## config.mk

```make
export PLATFORM = sky130hd
export DESIGN_NAME = flash_read_arbiter
export DESIGN_NICKNAME = d
export VERILOG_FILES = /design/src/rtl/flash_read_arbiter.sv
export SDC_FILE = /design/constraint.sdc
export NUM_CORES = 1
export LEC_CHECK = 0
export BUFFER_PORTS_ARGS = -buffer_cell sky130_fd_sc_hd__buf_2
export CORE_ASPECT_RATIO = 1.1
export CORE_MARGIN = 3
export CORE_UTILIZATION = 50
export CTS_BUF_LIST = sky130_fd_sc_hd__clkbuf_8
export DETAILED_ROUTE_END_ITERATION = 12
export PLACE_DENSITY = 0.86
export SYNTH_ARGS = -nofsm -noshare
export SYNTH_HDL_FRONTEND = slang
export SYNTH_SLANG_ARGS = --single-unit
export TNS_END_PERCENT = 5
```

## constraint.sdc

```tcl
create_clock -name clk -period 4.7 [get_ports clk]
set_clock_uncertainty 0.15 [all_clocks]
set_input_delay 0.94 -clock clk [delete_from_list [all_inputs] [get_ports clk]]
set_output_delay 0.94 -clock clk [all_outputs]
set_load 0.02 [all_outputs]
```

## src/rtl/flash_read_arbiter.sv

```systemverilog
// flash_read_arbiter
//   Shares one read-only flash read port between two requesters. A winner is
//   picked in IDLE, its address/length are latched, the flash is started with
//   a one-cycle flash_rd pulse, returning bytes are forwarded combinationally
//   to the owner, and the read is closed with a one-cycle flash_halt_rd
//   followed by RECOVER_CYCLES idle cycles before the next grant.
//
// Parameters
//   RECOVER_CYCLES  idle cycles after flash_halt_rd before the next grant (1..15)
//
// Build option
//   FLASH_ARB_ROUND_ROBIN_EN  when defined, simultaneous requests alternate
//                             (p0 first after reset); otherwise p0 always wins.
//
// Ports
//   clk, reset_n                 clock, async active-low reset
//   p0_req/p1_req                read request, held until done or abort
//   p0_addr/p1_addr [23:0]       start byte address, sampled at grant
//   p0_len/p1_len   [15:0]       byte count, sampled at grant
//   p0_gnt/p1_gnt                one-cycle grant pulse
//   p0_data/p1_data [7:0]        forwarded flash byte (0 when not strobed)
//   p0_valid/p1_valid            one-cycle byte strobe
//   p0_done/p1_done              one-cycle pulse with the last byte
//   flash_addr      [23:0]       latched address from ISSUE through HALT
//   flash_rd, flash_halt_rd      one-cycle start / stop pulses
//   flash_q [7:0], flash_q_valid byte from the flash and its strobe
//
// state    | meaning
// ---------+-------------------------------------------------------------
// IDLE     | waiting for a request; grants and latches the winner
// ISSUE    | flash_rd pulse with the latched address
// STREAM   | forwarding bytes to the owner until count expires or abort
// HALT     | flash_halt_rd pulse
// RECOVER  | down-counting RECOVER_CYCLES idle cycles before IDLE

module flash_read_arbiter #(
  parameter int RECOVER_CYCLES = 2
) (
  input  logic        clk,
  input  logic        reset_n,
  input  logic        p0_req,
  input  logic [23:0] p0_addr,
  input  logic [15:0] p0_len,
  output logic        p0_gnt,
  output logic [7:0]  p0_data,
  output logic        p0_valid,
  output logic        p0_done,
  input  logic        p1_req,
  input  logic [23:0] p1_addr,
  input  logic [15:0] p1_len,
  output logic        p1_gnt,
  output logic [7:0]  p1_data,
  output logic        p1_valid,
  output logic        p1_done,
  output logic [23:0] flash_addr,
  output logic        flash_rd,
  output logic        flash_halt_rd,
  input  logic [7:0]  flash_q,
  input  logic        flash_q_valid
);

  typedef enum logic [2:0] {
    S_IDLE,
    S_ISSUE,
    S_STREAM,
    S_HALT,
    S_RECOVER
  } state_t;

  state_t      state, state_nxt;
  logic [23:0] addr_q, addr_nxt;
  logic [15:0] rem_q, rem_nxt;
  logic        owner_q, owner_nxt;   // 0 = p0, 1 = p1
  logic [3:0]  rec_q, rec_nxt;

  logic        win_p1;
  logic        any_req;
  logic        owner_req;
  logic        cur_p1;
  logic        gnt_any, valid_any, done_any;
  logic [23:0] sel_addr;
  logic [15:0] sel_len;

  assign any_req = p0_req | p1_req;

`ifdef FLASH_ARB_ROUND_ROBIN_EN
  // Set when the most recent grant went to p0; p1 wins a tie only then.
  logic last_p0_q;

  always_ff @(posedge clk or negedge reset_n) begin
    if (!reset_n) begin
      last_p0_q <= 1'b0;
    end else if (state == S_IDLE && any_req) begin
      last_p0_q <= ~win_p1;
    end
  end

  assign win_p1 = p1_req & (~p0_req | last_p0_q);
`else
  assign win_p1 = p1_req & ~p0_req;
`endif

  assign sel_addr  = win_p1 ? p1_addr : p0_addr;
  assign sel_len   = win_p1 ? p1_len  : p0_len;
  assign owner_req = owner_q ? p1_req : p0_req;
  // In IDLE the grant goes to this cycle's winner; afterwards to the latched owner.
  assign cur_p1    = (state == S_IDLE) ? win_p1 : owner_q;

  always_ff @(posedge clk or negedge reset_n) begin
    if (!reset_n) begin
      state   <= S_IDLE;
      addr_q  <= '0;
      rem_q   <= '0;
      owner_q <= 1'b0;
      rec_q   <= '0;
    end else begin
      state   <= state_nxt;
      addr_q  <= addr_nxt;
      rem_q   <= rem_nxt;
      owner_q <= owner_nxt;
      rec_q   <= rec_nxt;
    end
  end

  always_comb begin
    state_nxt     = state;
    addr_nxt      = addr_q;
    rem_nxt       = rem_q;
    owner_nxt     = owner_q;
    rec_nxt       = rec_q;
    gnt_any       = 1'b0;
    valid_any     = 1'b0;
    done_any      = 1'b0;
    flash_rd      = 1'b0;
    flash_halt_rd = 1'b0;
    flash_addr    = '0;

    case (state)
      S_IDLE: begin
        if (any_req) begin
          gnt_any   = 1'b1;
          owner_nxt = win_p1;
          addr_nxt  = sel_addr;
          rem_nxt   = sel_len;
          // Zero-length reads complete at grant without touching the flash.
          if (sel_len == 16'd0) begin
            done_any = 1'b1;
          end else begin
            state_nxt = S_ISSUE;
          end
        end
      end
      S_ISSUE: begin
        flash_rd   = 1'b1;
        flash_addr = addr_q;
        state_nxt  = S_STREAM;
      end
      S_STREAM: begin
        flash_addr = addr_q;
        // Abort takes precedence; a byte arriving in the abort cycle is dropped.
        if (!owner_req) begin
          state_nxt = S_HALT;
        end else if (flash_q_valid) begin
          valid_any = 1'b1;
          rem_nxt   = rem_q - 16'd1;
          if (rem_q == 16'd1) begin
            done_any  = 1'b1;
            state_nxt = S_HALT;
          end
        end
      end
      S_HALT: begin
        flash_addr    = addr_q;
        flash_halt_rd = 1'b1;
        rec_nxt       = 4'(RECOVER_CYCLES - 1);
        state_nxt     = S_RECOVER;
      end
      S_RECOVER: begin
        if (rec_q == 4'd0) begin
          state_nxt = S_IDLE;
        end else begin
          rec_nxt = rec_q - 4'd1;
        end
      end
      default: begin
        state_nxt = S_IDLE;
      end
    endcase
  end

  // Gating with reset_n keeps a held request from showing a grant while in reset.
  assign p0_gnt   = reset_n & gnt_any   & ~cur_p1;
  assign p1_gnt   = reset_n & gnt_any   &  cur_p1;
  assign p0_valid = reset_n & valid_any & ~cur_p1;
  assign p1_valid = reset_n & valid_any &  cur_p1;
  assign p0_done  = reset_n & done_any  & ~cur_p1;
  assign p1_done  = reset_n & done_any  &  cur_p1;
  assign p0_data  = p0_valid ? flash_q : 8'h00;
  assign p1_data  = p1_valid ? flash_q : 8'h00;

endmodule

```

==> results.txt <==
----------------------------------------------------
[Status]
  Result of the run ... finished clean

[Power and ir drop]
  IR drop worst, VDD ... 328 uV
  Leakage power ... 0.00208 uW
  Overall Power ... 2180 uW
  Power Dens Cells ... 549 mW/mm^2

[CTS]
  Cts bufs inserted ... 5
  Htree depth ... 2
  Buffer type at the clock tree root ... clkbuf_8
  Clk Latency, worst-skew pair ... 0.30 ns
  Hold-fix buffers at CTS ... 0
  Clk sink count ... 48
  Maximum number of buffers from clock root to sink ... 2
  Gates resized, CTS repair ... 0
  CTS clock-pin slew for the worst setup and hold paths ... 0.08 ns
  Post-CTS setup repair buffer count ... 0
  TritonCTS clock tree ... built

[Timing]
  Number of hold-slack violations in the final timing report ... 0
  Maximum clock rate ... 0.283 GHz
  Part of the cycle the worst path needs ... 75.2%
  Final setup violation count ... 0
  Number of max-slew violations in the final report ... 0
  Setup TNS ... 0 ns
  Time the final worst path needs with I/O delays and setup ... 3.53 ns
  Setup repair after global routing missed its margin ... false
  Transition time of the tightest slew-check pin ... 1.15 ns
  Max-slew headroom ... 22.8%

[Route]
  Final wirelength ... 8640 um
  Number of DRC markers after the initial detailed-route iteration ... 156
  DRT Pass-1 Iters ... 5
  Antenna viol nets, final ... 0
  Average routed wire per standard cell ... 15.0 um
  Via count normalized by instance count ... 5.61
  Via count ... 3,220
  Post-detailed-route DRC marker count ... 0

[Global route]
  Remaining Overflow, GRT ... 0
  Number of antenna violations at the first check in global routing ... 0
  Largest net degree at the start of global routing ... 42
  Total global-route track usage ... 22.7%
  Global-route wire length before repair ... 13,100 um
  Vias in the first global route ... 2,999

[Floorplanning]
  Effective utilization at floorplan ... 53.1%
  Core area ... 0.00595 sq mm
  Site row count ... 29
  Die height ... 89.4 um
  Die Outline Area ... 0.00731 sq mm
  Horizontal die dimension ... 81.8 um
  Top-Level Pins ... 141

[Cells and area]
  Post-route non-filler standard cell count ... 574
  NumNets Final ... 592
  Growth of design area from synthesis to finish ... 25.7%
  Proportion of layout cells with a drive suffix above 1 ... 33.0%
  Antenna diode instance count ... 0

[Synth]
  Number of register bits inferred by synthesis ... 48
  Total standard cell area after synthesis ... 0.00316 sq mm
  Count of flip-flops with a built-in enable after synthesis ... 0
  Total of warnings raised by yosys ... 0
  Cells after synthesis ... 366
  Prevailing post-synth register cell ... dfrtp_1
  Share of synthesized flip-flops with an asynchronous set or reset ... 100%
  Synth unique cells ... 47
  Sequential share of the synthesized area ... 38.0%
  Synthesized area divided by synthesized cell count ... 8.64 sq um
  Net count after synthesis ... 462

[Critical path]
  CP endpoint kind ... output pin
  CP arrival ... 2.44 ns
  Nature of the critical path startpoint ... input pin
  Required time worst endpoint ... 3.61 ns
  Largest fanout of any net on the critical path ... 11
  Classification of the worst setup path ... in -> out
  Number of cells traversed by the worst register-to-register path ... 5

[Placement]
  Cell count after placement ... 566
  HPWL after DPL ... 6730 um
  Number of input and output port buffers inserted ... 140
  Final GP Congestion ... 0.938

[Min path]
  Worst hold path depth ... 2
  Worst hold path class ... reg -> reg

[Flow run]
  Number of violations of the max-capacitance limit ... 0

----------------------------------------------------
## where the power goes
group / switching (uW) / leakage (uW) / internal, uW
Clock: 134 / 0.0000486 / 118
Combinational: 694 / 0.00144 / 448
Sequential: 174 / 0.000590 / 614
## flip-flops by register name (all words and copies together) (netlist names)
register  count
rec_q         4
addr_q       24
rem_q        16
owner_q       1
state         3
## per-layer routing
layer	global-route usage [%]	up-vias	share of wire, %
met5	0	-	0
met4	6.80	0	1.8
met3	3.33	12	5.9
met2	42.2	122	54
met1	26.6	1532	39
li1	-	1554	-
## worst max-delay path, stage by stage
cell,delay [ns]
buf_2,0.15
nor2b_1,0.14
buf_4,0.17
mux2i_1,0.28
and4_1,0.43
and2_1,0.17
buf_2,0.16
## kinds of logic after synthesis
| kind of cell | synth area share [%] |
|---|---|
| simple gates | 29.3 |
| compound gates | 16.2 |
| flops | 38.0 |
| mux | 10.2 |
| buf+inv | 4.63 |
| fa+ha+maj | 1.19 |
| xor+xnor | 0.554 |
## final timing paths
kind                                        from                     end  slack [ns]
setup / recovery                          p1_req              p0_data[0]        1.17
hold / removal             addr_q[9]$_DFFE_PN0P_   addr_q[9]$_DFFE_PN0P_        0.33
setup reg to reg            state[0]$_DFFE_PN0P_   rem_q[13]$_DFFE_PN0P_        2.37
hold reg to reg            addr_q[9]$_DFFE_PN0P_   addr_q[9]$_DFFE_PN0P_        0.33
max in group asynchronous                reset_n    rec_q[1]$_DFFE_PN0P_        3.20
min in group asynchronous                reset_n  addr_q[10]$_DFFE_PN0P_        0.40
## area by class of cell
class / count / area [sq um]
tap: 77 / 96.3
multi-input combinational: 290 / 1820
sequential: 48 / 1200
timing repair buffer: 145 / 738
fill: 511 / 1980
inverter: 6 / 22.5
clock buffer: 6 / 82.6
clock inverter: 2 / 11.3
## synth_stat cells, drive strengths merged, types with 5 or more instances
cell type	number	share of area, %
clkbuf	8	0.95
nor4	10	3.1
a22o	10	2.8
inv	6	0.71
a21oi	10	1.6
nand2b	5	0.99
o32ai	5	1.4
mux2i	31	9.8
and2	41	8.1
dfrtp	48	38
nor3	10	1.9
buf	14	3.0
nand3	14	2.2
o21ai	43	6.8
nand2	53	6.4
nor2	23	3.0
## cells in the final DEF (no fill, tap or decap), types with 10 or more instances in the layout
master / synthesis / routed
nand2_1: 52 / 52
o21ai_0: 39 / 39
nand3_1: 14 / 14
buf_2: 9 / 140
a21oi_1: 10 / 10
dfrtp_1: 48 / 48
and2_1: 41 / 41
nor2_1: 21 / 21
mux2i_1: 31 / 31
a22o_1: 10 / 10
## per-stage QoR
| step | util [%] | worst slack, ns | hold slack, ns | cell area [sq um] |
|---|---|---|---|---|
| finish | 66.7 | 1.17 | 0.327 | 3970 |
| global route | 66.7 | 1.03 | 0.357 | 3970 |
| CTS | 66.7 | 1.17 | 0.332 | 3970 |
| detailed placement | 65.2 | 1.17 | 0.312 | 3880 |
| global placement | 65.2 | 1.27 | 0.305 | 3880 |
| floorplan | - | 1.51 | 0.292 | 3160 |
No activity file was read; power rests on OpenSTA's default activity.
